===== src/rtl/modport_alu_pkg.sv =====
// Shared widths, command encodings and operand-valid codes for modport_alu.
// Latency: n/a (declarations only).
// Backpressure: n/a.
package modport_alu_pkg;

  localparam int ALU_N = 8;
  localparam int ALU_M = 4;

  // INP_VALID encodings: bit0 qualifies OPA, bit1 qualifies OPB
  localparam logic [1:0] IV_NONE = 2'b00;
  localparam logic [1:0] IV_A    = 2'b01;
  localparam logic [1:0] IV_B    = 2'b10;
  localparam logic [1:0] IV_AB   = 2'b11;

  typedef enum logic [ALU_M-1:0] {
    A_ADD     = 4'd0,
    A_SUB     = 4'd1,
    A_ADD_CIN = 4'd2,
    A_SUB_CIN = 4'd3,
    A_INC_A   = 4'd4,
    A_DEC_A   = 4'd5,
    A_INC_B   = 4'd6,
    A_DEC_B   = 4'd7,
    A_CMP     = 4'd8,
    A_MUL_INC = 4'd9,
    A_MUL_SHL = 4'd10
  } arith_cmd_e;

  typedef enum logic [ALU_M-1:0] {
    L_AND    = 4'd0,
    L_NAND   = 4'd1,
    L_OR     = 4'd2,
    L_NOR    = 4'd3,
    L_XOR    = 4'd4,
    L_XNOR   = 4'd5,
    L_NOT_A  = 4'd6,
    L_NOT_B  = 4'd7,
    L_SHR1_A = 4'd8,
    L_SHL1_A = 4'd9,
    L_SHR1_B = 4'd10,
    L_SHL1_B = 4'd11,
    L_ROL    = 4'd12,
    L_ROR    = 4'd13
  } logic_cmd_e;

  // True when every operand the op needs is flagged valid
  function automatic logic operands_ok(input logic [1:0] have, input logic [1:0] need);
    return (have & need) == need;
  endfunction

endpackage


===== src/rtl/modport_alu_if.sv =====
// Operand/command bus and registered result/flag bus of the ALU.
// Latency: n/a (wiring only).
// Backpressure: none; CE is the only stall mechanism.
interface modport_alu_if
  import modport_alu_pkg::*;
#(
  parameter int N = ALU_N,
  parameter int M = ALU_M
);

  logic         CE;
  logic         MODE;
  logic [M-1:0] CMD;
  logic [1:0]   INP_VALID;
  logic [N-1:0] OPA;
  logic [N-1:0] OPB;
  logic         CIN;
  logic [N:0]   RES;
  logic         COUT;
  logic         OFLOW;
  logic         E;
  logic         G;
  logic         L;
  logic         ERR;

  modport master (
    output CE, MODE, CMD, INP_VALID, OPA, OPB, CIN,
    input  RES, COUT, OFLOW, E, G, L, ERR
  );

  modport slave (
    input  CE, MODE, CMD, INP_VALID, OPA, OPB, CIN,
    output RES, COUT, OFLOW, E, G, L, ERR
  );

endinterface


===== src/rtl/modport_alu_mul.sv =====
// Multiply stage: captures (A+1)*(B+1) or (A<<1)*B, truncated to N+1 bits.
// Latency: product held here one CE cycle; the top registers it on the next CE edge.
// Backpressure: ce=0 holds the product and the pending flag.
module modport_alu_mul
  import modport_alu_pkg::*;
#(
  parameter int N = ALU_N
) (
  input  logic         CLK,
  input  logic         RST,
  input  logic         ce,
  input  logic         start,
  input  logic         sel_shl,
  input  logic [N-1:0] opa,
  input  logic [N-1:0] opb,
  output logic         busy,
  output logic [N:0]   prod
);

  localparam logic [N:0] ONE = (N+1)'(1);

  logic [N:0] fa;
  logic [N:0] fb;
  logic [N:0] prod_d;

  // Operand shaping; N+1-bit operands give an exactly truncated N+1-bit product
  always_comb begin
    fa = {1'b0, opa} + ONE;
    fb = {1'b0, opb} + ONE;
    if (sel_shl) begin
      fa = {opa, 1'b0};
      fb = {1'b0, opb};
    end
    prod_d = fa * fb;
  end

  // Pending stage: set at issue, cleared on the next CE edge when the top consumes it
  always_ff @(posedge CLK or negedge RST) begin
    if (!RST) begin
      busy <= 1'b0;
      prod <= '0;
    end else if (ce) begin
      if (busy) begin
        busy <= 1'b0;
      end else if (start) begin
        busy <= 1'b1;
        prod <= prod_d;
      end
    end
  end

endmodule


===== src/rtl/modport_alu.sv =====
// Registered N-bit ALU: arithmetic and logic ops with operand-valid checks and flags.
// Latency: 1 CE edge for all ops, 2 CE edges for the multiply forms.
// Backpressure: none; CE=0 freezes all state, INP_VALID=00 is a hold cycle.
module modport_alu
  import modport_alu_pkg::*;
#(
  parameter int N = ALU_N,
  parameter int M = ALU_M
) (
  input  logic         CLK,
  input  logic         RST,
  modport_alu_if.slave alu
);

  localparam int         SW  = $clog2(N);
  localparam logic [N:0] ONE = (N+1)'(1);
  localparam logic [SW:0] NW = (SW+1)'(N);

  logic [N:0]    a_x, b_x, cin_x;
  logic [SW-1:0] amt;
  logic [N-1:0]  rol, ror;
  logic          issue, is_mul, mul_start, mul_busy;
  logic [N:0]    mul_prod;
  logic [1:0]    need;
  logic [N:0]    res_d;
  logic          cout_d, oflow_d, e_d, g_d, l_d, err_d;
  logic [N:0]    res_q;
  logic          cout_q, oflow_q, e_q, g_q, l_q, err_q;

  assign a_x   = {1'b0, alu.OPA};
  assign b_x   = {1'b0, alu.OPB};
  assign cin_x = {{N{1'b0}}, alu.CIN};
  assign amt   = alu.OPB[SW-1:0];
  assign ror   = N'({alu.OPA, alu.OPA} >> amt);
  assign rol   = N'({alu.OPA, alu.OPA} >> (NW - {1'b0, amt}));
  assign issue = alu.INP_VALID != IV_NONE;

  // Decode the op into next result/flags; operand violations override everything
  always_comb begin
    need    = IV_AB;
    res_d   = '0;
    cout_d  = 1'b0;
    oflow_d = 1'b0;
    e_d     = 1'b0;
    g_d     = 1'b0;
    l_d     = 1'b0;
    err_d   = 1'b0;
    is_mul  = 1'b0;
    if (alu.MODE) begin
      case (alu.CMD)
        A_ADD:     begin res_d = a_x + b_x; cout_d = res_d[N]; end
        A_SUB:     begin res_d = a_x - b_x; oflow_d = a_x < b_x; end
        A_ADD_CIN: begin res_d = a_x + b_x + cin_x; cout_d = res_d[N]; end
        A_SUB_CIN: begin res_d = a_x - b_x - cin_x; oflow_d = a_x < (b_x + cin_x); end
        A_INC_A:   begin need = IV_A; res_d = a_x + ONE; end
        A_DEC_A:   begin need = IV_A; res_d = a_x - ONE; end
        A_INC_B:   begin need = IV_B; res_d = b_x + ONE; end
        A_DEC_B:   begin need = IV_B; res_d = b_x - ONE; end
        A_CMP:     begin e_d = a_x == b_x; g_d = a_x > b_x; l_d = a_x < b_x; end
        A_MUL_INC,
        A_MUL_SHL: is_mul = 1'b1;
        default:   err_d = 1'b1;
      endcase
    end else begin
      case (alu.CMD)
        L_AND:    res_d = {1'b0, alu.OPA & alu.OPB};
        L_NAND:   res_d = {1'b0, ~(alu.OPA & alu.OPB)};
        L_OR:     res_d = {1'b0, alu.OPA | alu.OPB};
        L_NOR:    res_d = {1'b0, ~(alu.OPA | alu.OPB)};
        L_XOR:    res_d = {1'b0, alu.OPA ^ alu.OPB};
        L_XNOR:   res_d = {1'b0, ~(alu.OPA ^ alu.OPB)};
        L_NOT_A:  begin need = IV_A; res_d = {1'b0, ~alu.OPA}; end
        L_NOT_B:  begin need = IV_B; res_d = {1'b0, ~alu.OPB}; end
        L_SHR1_A: begin need = IV_A; res_d = {2'b00, alu.OPA[N-1:1]}; end
        L_SHL1_A: begin need = IV_A; res_d = {1'b0, alu.OPA[N-2:0], 1'b0}; end
        L_SHR1_B: begin need = IV_B; res_d = {2'b00, alu.OPB[N-1:1]}; end
        L_SHL1_B: begin need = IV_B; res_d = {1'b0, alu.OPB[N-2:0], 1'b0}; end
        // Out-of-range rotate amount flags ERR but still delivers the rotation
        L_ROL:    begin res_d = {1'b0, rol}; err_d = |alu.OPB[N-1:SW]; end
        L_ROR:    begin res_d = {1'b0, ror}; err_d = |alu.OPB[N-1:SW]; end
        default:  err_d = 1'b1;
      endcase
    end
    if (!operands_ok(alu.INP_VALID, need)) begin
      res_d   = '0;
      cout_d  = 1'b0;
      oflow_d = 1'b0;
      e_d     = 1'b0;
      g_d     = 1'b0;
      l_d     = 1'b0;
      err_d   = 1'b1;
      is_mul  = 1'b0;
    end
  end

  // A completing multiply owns its edge, so no new op may issue alongside it
  assign mul_start = alu.CE & issue & is_mul & ~mul_busy;

  modport_alu_mul #(.N(N)) u_mul (
    .CLK     (CLK),
    .RST     (RST),
    .ce      (alu.CE),
    .start   (mul_start),
    .sel_shl (alu.CMD == A_MUL_SHL),
    .opa     (alu.OPA),
    .opb     (alu.OPB),
    .busy    (mul_busy),
    .prod    (mul_prod)
  );

  // Output register: multiply completion first, else a non-multiply issue, else hold
  always_ff @(posedge CLK or negedge RST) begin
    if (!RST) begin
      res_q <= '0; cout_q <= 1'b0; oflow_q <= 1'b0;
      e_q <= 1'b0; g_q <= 1'b0; l_q <= 1'b0; err_q <= 1'b0;
    end else if (alu.CE) begin
      if (mul_busy) begin
        res_q <= mul_prod; cout_q <= 1'b0; oflow_q <= 1'b0;
        e_q <= 1'b0; g_q <= 1'b0; l_q <= 1'b0; err_q <= 1'b0;
      end else if (issue && !is_mul) begin
        res_q <= res_d; cout_q <= cout_d; oflow_q <= oflow_d;
        e_q <= e_d; g_q <= g_d; l_q <= l_d; err_q <= err_d;
      end
    end
  end

  assign alu.RES   = res_q;
  assign alu.COUT  = cout_q;
  assign alu.OFLOW = oflow_q;
  assign alu.E     = e_q;
  assign alu.G     = g_q;
  assign alu.L     = l_q;
  assign alu.ERR   = err_q;

endmodule


===== src/flat_wrapper.sv =====
// flat-port wrapper written by rule: the top's interface ports become plain ports
module modport_alu_flat import modport_alu_pkg::*;
#(
  parameter int N = ALU_N,
  parameter int M = ALU_M
)
  (CLK, RST, alu_CE, alu_MODE, alu_CMD, alu_INP_VALID, alu_OPA, alu_OPB, alu_CIN, alu_RES, alu_COUT, alu_OFLOW, alu_E, alu_G, alu_L, alu_ERR);
  modport_alu_if #(.N(N), .M(M)) alu_i ();
  input  logic CLK;
  input  logic RST;
  input wire logic [$bits(alu_i.CE)-1:0] alu_CE;
  input wire logic [$bits(alu_i.MODE)-1:0] alu_MODE;
  input wire logic [$bits(alu_i.CMD)-1:0] alu_CMD;
  input wire logic [$bits(alu_i.INP_VALID)-1:0] alu_INP_VALID;
  input wire logic [$bits(alu_i.OPA)-1:0] alu_OPA;
  input wire logic [$bits(alu_i.OPB)-1:0] alu_OPB;
  input wire logic [$bits(alu_i.CIN)-1:0] alu_CIN;
  output wire logic [$bits(alu_i.RES)-1:0] alu_RES;
  output wire logic [$bits(alu_i.COUT)-1:0] alu_COUT;
  output wire logic [$bits(alu_i.OFLOW)-1:0] alu_OFLOW;
  output wire logic [$bits(alu_i.E)-1:0] alu_E;
  output wire logic [$bits(alu_i.G)-1:0] alu_G;
  output wire logic [$bits(alu_i.L)-1:0] alu_L;
  output wire logic [$bits(alu_i.ERR)-1:0] alu_ERR;
  assign alu_i.CE = alu_CE;
  assign alu_i.MODE = alu_MODE;
  assign alu_i.CMD = alu_CMD;
  assign alu_i.INP_VALID = alu_INP_VALID;
  assign alu_i.OPA = alu_OPA;
  assign alu_i.OPB = alu_OPB;
  assign alu_i.CIN = alu_CIN;
  assign alu_RES = alu_i.RES;
  assign alu_COUT = alu_i.COUT;
  assign alu_OFLOW = alu_i.OFLOW;
  assign alu_E = alu_i.E;
  assign alu_G = alu_i.G;
  assign alu_L = alu_i.L;
  assign alu_ERR = alu_i.ERR;
  modport_alu #(.N(N), .M(M)) u_core (.CLK(CLK), .RST(RST), .alu(alu_i));
endmodule

===== config.mk =====
export PLATFORM = sky130hd
export DESIGN_NAME = modport_alu_flat
export DESIGN_NICKNAME = d
export VERILOG_FILES = /design/src/rtl/modport_alu_pkg.sv /design/src/rtl/modport_alu_if.sv /design/src/rtl/modport_alu_mul.sv /design/src/rtl/modport_alu.sv /design/src/flat_wrapper.sv
export SDC_FILE = /design/constraint.sdc
export NUM_CORES = 1
export LEC_CHECK = 0
export ABC_AREA = 1
export BUFFER_PORTS_ARGS = -buffer_cell sky130_fd_sc_hd__buf_2
export CORE_ASPECT_RATIO = 0.7
export CORE_UTILIZATION = 40
export CTS_CLUSTER_SIZE = 10
export DETAILED_ROUTE_END_ITERATION = 12
export GPL_TIMING_DRIVEN = 0
export PLACE_DENSITY_LB_ADDON = 0.1
export SYNTH_ARGS = -nofsm -noshare
export SYNTH_HDL_FRONTEND = slang
export SYNTH_SLANG_ARGS = --single-unit

===== constraint.sdc =====
create_clock -name CLK -period 3.4 [get_ports CLK]
set_input_delay 0.17 -clock CLK [delete_from_list [all_inputs] [get_ports CLK]]
set_output_delay 0.17 -clock CLK [all_outputs]
set_load 0.02 [all_outputs]

After elaboration in Yosys (flattened, before gate mapping)
Cells that the tools add are included.
Widths: inputs -> output; s select.
{"block": "word_totals", "register_bits": 25, "in_bits": 27, "output_inout_bits": 15}
{"block": "op_classes", "n_addsub": 10, "n_mul": 1, "order_cmp": 3, "eq_ne": 15, "shift": 2, "mux": 47, "bitwise_logic": 13, "n_reduce_logical": 16}
{"operator": "$pmux 8 s14", "count": 1}
{"operator": "$pmux 9 s8", "count": 1}
{"operator": "$mux 9", "count": 6}
{"operator": "$not 8->8", "count": 5}
{"operator": "$mux 1", "count": 33}
{"operator": "$eq 4x4->1 const B", "count": 6}
{"operator": "$add 8x1->9 const B", "count": 2}
{"operator": "$sub 8x1->9 const B", "count": 2}
{"operator": "$eq 4x3->1 const B", "count": 4}
{"operator": "$shr 16x3->8", "count": 1}
{"operator": "$shr 16x4->8", "count": 1}
{"operator": "$reduce_or 12->1", "count": 1}
{"operator": "$reduce_or 11->1", "count": 1}
{"operator": "$add 8x1->9", "count": 1}
{"operator": "$add 8x8->9", "count": 1}
{"operator": "$add 9x1->9", "count": 1}
{"operator": "$lt 8x9->1", "count": 1}
{"operator": "$mul 9x9->9", "count": 1}
{"operator": "$sub 8x8->9", "count": 1}
{"operator": "$sub 9x1->9", "count": 1}
{"operator": "$and 8x8->8", "count": 1}
{"operator": "$eq 4x2->1 const B", "count": 2}
{"operator": "$eq 8x8->1", "count": 1}
{"operator": "$gt 8x8->1", "count": 1}
{"operator": "other kinds (21)", "count": 31}

Depth between registers and ports, before layout
{"block": "logic_depth", "ltp_word": 11, "depth_mapped": 35, "mapped_depth_nobuf": 35}

Hierarchy
Synthesis repeated with hierarchy kept, for this count alone.
{"block": "unflattened", "hier_cells": 1153, "area_unflattened_um2": 6761.5}
{"module": "modport_alu", "instances": 1, "cells_each": 832, "area_per_inst_um2": 4723.3, "seq_area_each_um2": 375.4}
{"module": "modport_alu_mul", "instances": 1, "cells_each": 321, "area_per_inst_um2": 2038.2, "seq_area_each_um2": 250.2}

Worst setup path after synthesis
Ideal clock, no wire load.
{"block": "synth_timing", "path_type": "input -> register", "from": "in alu_CMD[1]", "to": "reg u_core.u_mul.prod[8]", "t_arrival_ps": 4589, "required_ps": 3283, "slack_ps": -1307, "stages": 32, "n_path_buf": 2, "path_cell_list": "buf_2 > inv_1 > nor2_1 > nand2_2 > buf_2 > nand3_1 > and2_1 > nand2_1 > fa_1 > fa_1 > inv_1 > fa_1 > inv_1 > fa_1 > inv_1 > ha_1 > a21oi_1 > nand2_1 > inv_1 > nand2_1 > nand2_1 > inv_1 > nand2_1 > nand2_1 > nand2_1 > nand2_1 > nand2_1 > nand2_1 > nand2_1 > nand3_1 > nand3_1 > nand2_1"}
{"block": "synth_via", "elab_chain_cells": 10, "word_cells_on_any_way": 27}
{"element": "start: declaration", "line_no": "flat_wrapper.sv:13", "source": "input wire logic [$bits(alu_i.CMD)-1:0] alu_CMD;"}
{"element": "branches (longest 10 deep; another with $mul 9x9->9)"}
{"element": "end signal: assignment", "line_no": "modport_alu_mul.sv:47", "source": "prod <= prod_d;"}
{"element": "end: declaration", "line_no": "modport_alu_mul.sv:17", "source": "output logic [N:0] prod"}
Parallel ways; which one is timed is not known.
A chain may end at the register's enable or synchronous reset.

Worst setup path in the final report
{"block": "layout_timing", "from": "in alu_CMD[2]", "to": "reg u_core.u_mul.prod[8]"}
The elaborated chain is that of the path after synthesis.

==> flow_summary.toml <==
[setup_path]
slowest_stage = "sky130_fd_sc_hd__fa_1"
reg2reg_to = "u_core.u_mul.busy$_DFFE_PN0P_"
rr_startpoint = "u_core.u_mul.busy$_DFFE_PN0P_"
critical_path.startpoint_type = "input pin"
setup.worst_path.end = "u_core.u_mul.prod[8]$_DFFE_PN0P_"
critPathCaptureType = "flop"
worstPathRequired_ns = 3.55
worst-r2r-setup-slack_ns = 1.69
worst_ep_arrival_time_ns = 4.69
rr_worst_depth = 5
crit_type = "in -> reg"
timing.critical_path.fanout_max = 7
cell_repeated_most_along_the_worst_path = "sky130_fd_sc_hd__nand2_2"
critical_path.max_stage_delay_ns = 0.53
critPathLaunch = "alu_CMD[2]"

[drt]
totalWireLength_um = 26100
initialDrtViolationCount = 845
num_vias = 7699
drt_drc_violations_left = 0
wl_per_cell_um = 18.9
post_detailed_route_via_to_cell_ratio = 5.57
ant_nets = 0
detail_route.first_pass.iterations = 6

[pwr]
vdd_ir_drop_max_v = 0.000254
power_density_nw_per_um2 = 315
p_leak_nw = 4.11

[sta]
timing.slew.headroom_pct = 9.94
worst_slack_ns = -1.14
final.setup_skew_ns = 0.00447
worst-slew-pin-transition_ns = 1.33
setup_violations = 4
achievable-frequency_ghz = 0.220
layout_worst_path_cycle_share_pct = 133
holdWs_ns = 0.151
min_period_ns = 4.54
finalHoldViolCount = 0
rsz0062_at_grt = "yes"
final-max-slew-violation-count = 0

[place]
portBuffers = 40
place_hpwl_um = 20300
gp_congestion = 1.01
numPlacedInstances = 1315
worst_slack_at_placement_ns = -1.79

[die]
placementRows = 37
fp.dieH_um = 106
ios = 42
initial_utilization_pct = 41.4
horizontal_die_dimension_um = 150
floorplan_die_area_um2 = 15900
design.core.area_um2 = 14900

[cts]
clock_tree.buffer_depth = 2
cts_root_buf = "sky130_fd_sc_hd__clkbuf_16"
clock_sinks = 25
cts_made_buffers = 3
clock_latency_ns = 0.26
cts.htree.levels = 1
tritoncts = "built"
cts.reportedPaths.clkPinSlew_ns = 0.06

[finish]
layoutNonFillerInstCount = 1383
post_route_cells_drive_above_1_share_pct = 20.9
layout.nets = 1294
layout-area-overhead-vs-synth_pct = 28.8
filler_cell_count = 1523
finalCoreUtilization_pct = 53.3
antennaDiodeCount = 0

[synthesis]
synth.net_count = 1185
synth.avg_cell_area_um2 = 5.70
synth_edf_count = 0
mappedNetlistArea_um2 = 6160
yosysSeqAreaShare_pct = 10.2
synth_cell_type_count = 44
yosys_warnings = 0
register_bit_total_from_synthesis = 25
synth-main-ff-cell = "sky130_fd_sc_hd__dfrtp_1"
post_synth_inst_count = 1080
asyncSetResetFlopFracSynth_pct = 100

[grt]
grt_pass1_vias = 7024
number_of_antenna_violations_at_the_first_check_in_global_routing = 2
grt_pass1_wl_um = 39700
grt_usage_pct = 33.0
maximum_number_of_pins_on_one_net_before_global_route_repair = 26
grt_overflow = 0

[status]
violations = "setup timing"
outcome = "finished, violations left"

[hold_path]
hp-class = "in -> reg"

[flow_run]
drv.max_cap_violation_count = 0
## metrics by stage
step / area, µm² / total power, mW / TNS [ns]
after global routing: 7930 / 2.73 / -2.67
after global placement: 6790 / 1.91 / -5.22
after floorplan: 6350 / 1.48 / -1.31
after detailed placement: 6790 / 1.91 / -5.23
final: 7930 / 2.50 / -2.14
after CTS: 7660 / 2.32 / -1.73
## cells in the final DEF (no fill, tap or decap), types with 3 or more instances in the layout
cell,instances
sky130_fd_sc_hd__nand2_2,26
sky130_fd_sc_hd__nor2_1,93
sky130_fd_sc_hd__buf_4,58
sky130_fd_sc_hd__buf_12,6
sky130_fd_sc_hd__buf_2,35
sky130_fd_sc_hd__buf_16,3
sky130_fd_sc_hd__inv_2,13
sky130_fd_sc_hd__nand3b_1,8
sky130_fd_sc_hd__nor2_4,6
sky130_fd_sc_hd__o21ai_1,14
sky130_fd_sc_hd__nand4_1,28
sky130_fd_sc_hd__clkinvlp_4,6
sky130_fd_sc_hd__o21ai_4,5
sky130_fd_sc_hd__fa_2,3
sky130_fd_sc_hd__clkbuf_16,3
sky130_fd_sc_hd__nor3_1,8
sky130_fd_sc_hd__o221ai_1,6
sky130_fd_sc_hd__xor2_1,6
sky130_fd_sc_hd__nand3_2,11
sky130_fd_sc_hd__o21ai_2,5
sky130_fd_sc_hd__a21oi_1,43
sky130_fd_sc_hd__ha_1,52
sky130_fd_sc_hd__nand2_4,13
sky130_fd_sc_hd__buf_6,12
sky130_fd_sc_hd__nor4_1,4
sky130_fd_sc_hd__o22ai_1,22
sky130_fd_sc_hd__nand2_1,315
sky130_fd_sc_hd__inv_1,131
sky130_fd_sc_hd__clkbuf_1,11
sky130_fd_sc_hd__a211oi_1,3
sky130_fd_sc_hd__nor2_2,9
sky130_fd_sc_hd__o211ai_1,4
sky130_fd_sc_hd__o21ai_0,51
sky130_fd_sc_hd__inv_4,4
sky130_fd_sc_hd__fa_1,17
sky130_fd_sc_hd__ha_4,5
sky130_fd_sc_hd__buf_8,4
sky130_fd_sc_hd__nand3_1,78
sky130_fd_sc_hd__dfrtp_1,25
## registers in the layout (all words and copies together) (netlist names)
name / flops
u_core.alu.COUT: 1
u_core.alu.E: 1
u_core.alu.ERR: 1
u_core.alu.G: 1
u_core.alu.L: 1
u_core.alu.OFLOW: 1
u_core.alu.RES: 9
u_core.u_mul.busy: 1
u_core.u_mul.prod: 9
## critical path: cells and delay by family
kind                     cells  cell delay, ns
AO/OA/AOI/OAI                1            0.07
adder cells (fa/ha/maj)      5            2.33
AND/OR/NAND/NOR             19            1.38
buffers and inverters        9            0.71
## worst min path at each step
stage	start	endpoint	slack [ns]	depth (start not counted)
global placement	RST	u_core.alu.L$_DFFE_PN0P_	0.19	1
floorplan	RST	u_core.alu.COUT$_DFFE_PN0P_	-0.13	0
finish	alu_CE	u_core.u_mul.busy$_DFFE_PN0P_	0.15	2
CTS	alu_CE	u_core.u_mul.busy$_DFFE_PN0P_	0.15	2
global route	alu_CE	u_core.u_mul.busy$_DFFE_PN0P_	0.16	2
detailed placement	RST	u_core.alu.L$_DFFE_PN0P_	0.19	1
## power breakdown
part           switching, mW  total, mW  internal [mW]
registers             0.0320      0.383          0.351
logic                   1.13       1.86          0.727
clock network          0.101      0.261          0.159
total                   1.26       2.50           1.24
## timing repair
item | in CTS | in global routing
gates resized for setup | 100 | 45
endpoints found under the setup margin | 5 | 4
buffers inserted | 48 | 16
pin swaps | 38 | 35
cloned | 1 | 0
hold endpoints to repair | 25 | 0
hold buffers | 1 | 0
## Yosys cell counts, types with 2 or more instances
| master | count | area share [%] |
|---|---|---|
| sky130_fd_sc_hd__a31oi_1 | 2 | 0.20 |
| sky130_fd_sc_hd__o21ai_0 | 56 | 4.6 |
| sky130_fd_sc_hd__nand2_1 | 349 | 21 |
| sky130_fd_sc_hd__nor2_2 | 3 | 0.30 |
| sky130_fd_sc_hd__or2_2 | 2 | 0.20 |
| sky130_fd_sc_hd__nand3b_1 | 8 | 0.98 |
| sky130_fd_sc_hd__a211oi_1 | 3 | 0.37 |
| sky130_fd_sc_hd__o221ai_1 | 6 | 0.85 |
| sky130_fd_sc_hd__and2_1 | 2 | 0.20 |
| sky130_fd_sc_hd__nor2_1 | 102 | 6.2 |
| sky130_fd_sc_hd__clkinv_1 | 3 | 0.18 |
| sky130_fd_sc_hd__fa_1 | 20 | 6.5 |
| sky130_fd_sc_hd__xnor2_1 | 4 | 0.57 |
| sky130_fd_sc_hd__nor4_1 | 4 | 0.41 |
| sky130_fd_sc_hd__buf_2 | 14 | 1.1 |
| sky130_fd_sc_hd__o21ai_1 | 15 | 1.2 |
| sky130_fd_sc_hd__clkbuf_1 | 13 | 0.79 |
| sky130_fd_sc_hd__o21bai_1 | 3 | 0.37 |
| sky130_fd_sc_hd__a21oi_1 | 45 | 3.7 |
| sky130_fd_sc_hd__dfrtp_1 | 25 | 10 |
| sky130_fd_sc_hd__nand2_2 | 5 | 0.51 |
| sky130_fd_sc_hd__o2111ai_1 | 2 | 0.28 |
| sky130_fd_sc_hd__o22ai_1 | 22 | 2.2 |
| sky130_fd_sc_hd__inv_2 | 7 | 0.43 |
| sky130_fd_sc_hd__o21ai_2 | 4 | 0.57 |
| sky130_fd_sc_hd__o31ai_1 | 2 | 0.24 |
| sky130_fd_sc_hd__o211ai_1 | 4 | 0.49 |
| sky130_fd_sc_hd__inv_1 | 149 | 9.1 |
| sky130_fd_sc_hd__buf_4 | 2 | 0.24 |
| sky130_fd_sc_hd__nor2_4 | 3 | 0.55 |
| sky130_fd_sc_hd__nor3_1 | 8 | 0.65 |
| sky130_fd_sc_hd__xor2_1 | 8 | 1.1 |
| sky130_fd_sc_hd__ha_1 | 58 | 12 |
| sky130_fd_sc_hd__nand3_1 | 89 | 7.2 |
| sky130_fd_sc_hd__nand4_1 | 28 | 2.8 |
| sky130_fd_sc_hd__nor3b_1 | 2 | 0.24 |
## cell families (layout without fill, tap and decap cells)
kind of cell / after synthesis / after routing / synth area share, %
buffers and inverters: 188 / 296 / 11.9
xor gates and xnor gates: 13 / 13 / 1.97
AOI/OAI and AO/OA: 170 / 170 / 15.9
and+or+nand+nor: 605 / 605 / 41.6
DFF: 25 / 25 / 10.2
muxes: 1 / 1 / 0.183
adders and majority gates: 78 / 78 / 18.3
## per-layer routing
| layer | vias to the layer above | wire length, µm | track usage [%] |
|---|---|---|---|
| li1 | 3751 | - | - |
| met1 | 3480 | 12200 | 49.4 |
| met2 | 423 | 10300 | 46.7 |
| met3 | 45 | 3060 | 8.48 |
| met4 | 0 | 487 | 6.57 |
| met5 | - | 0 | 0 |
## layout make-up
class	instances	area (µm²)	area share, %
multi-input cells	867	5240	66.1
repair buffers	106	896	11.3
inverters	159	649	8.19
flip-flops and latches	25	626	7.89
well taps	195	244	3.08
plain buffers	27	193	2.43
clock buffers	3	75.1	0.947
clock inverters	1	7.51	0.0947
(Power assumes the default switching activity.)
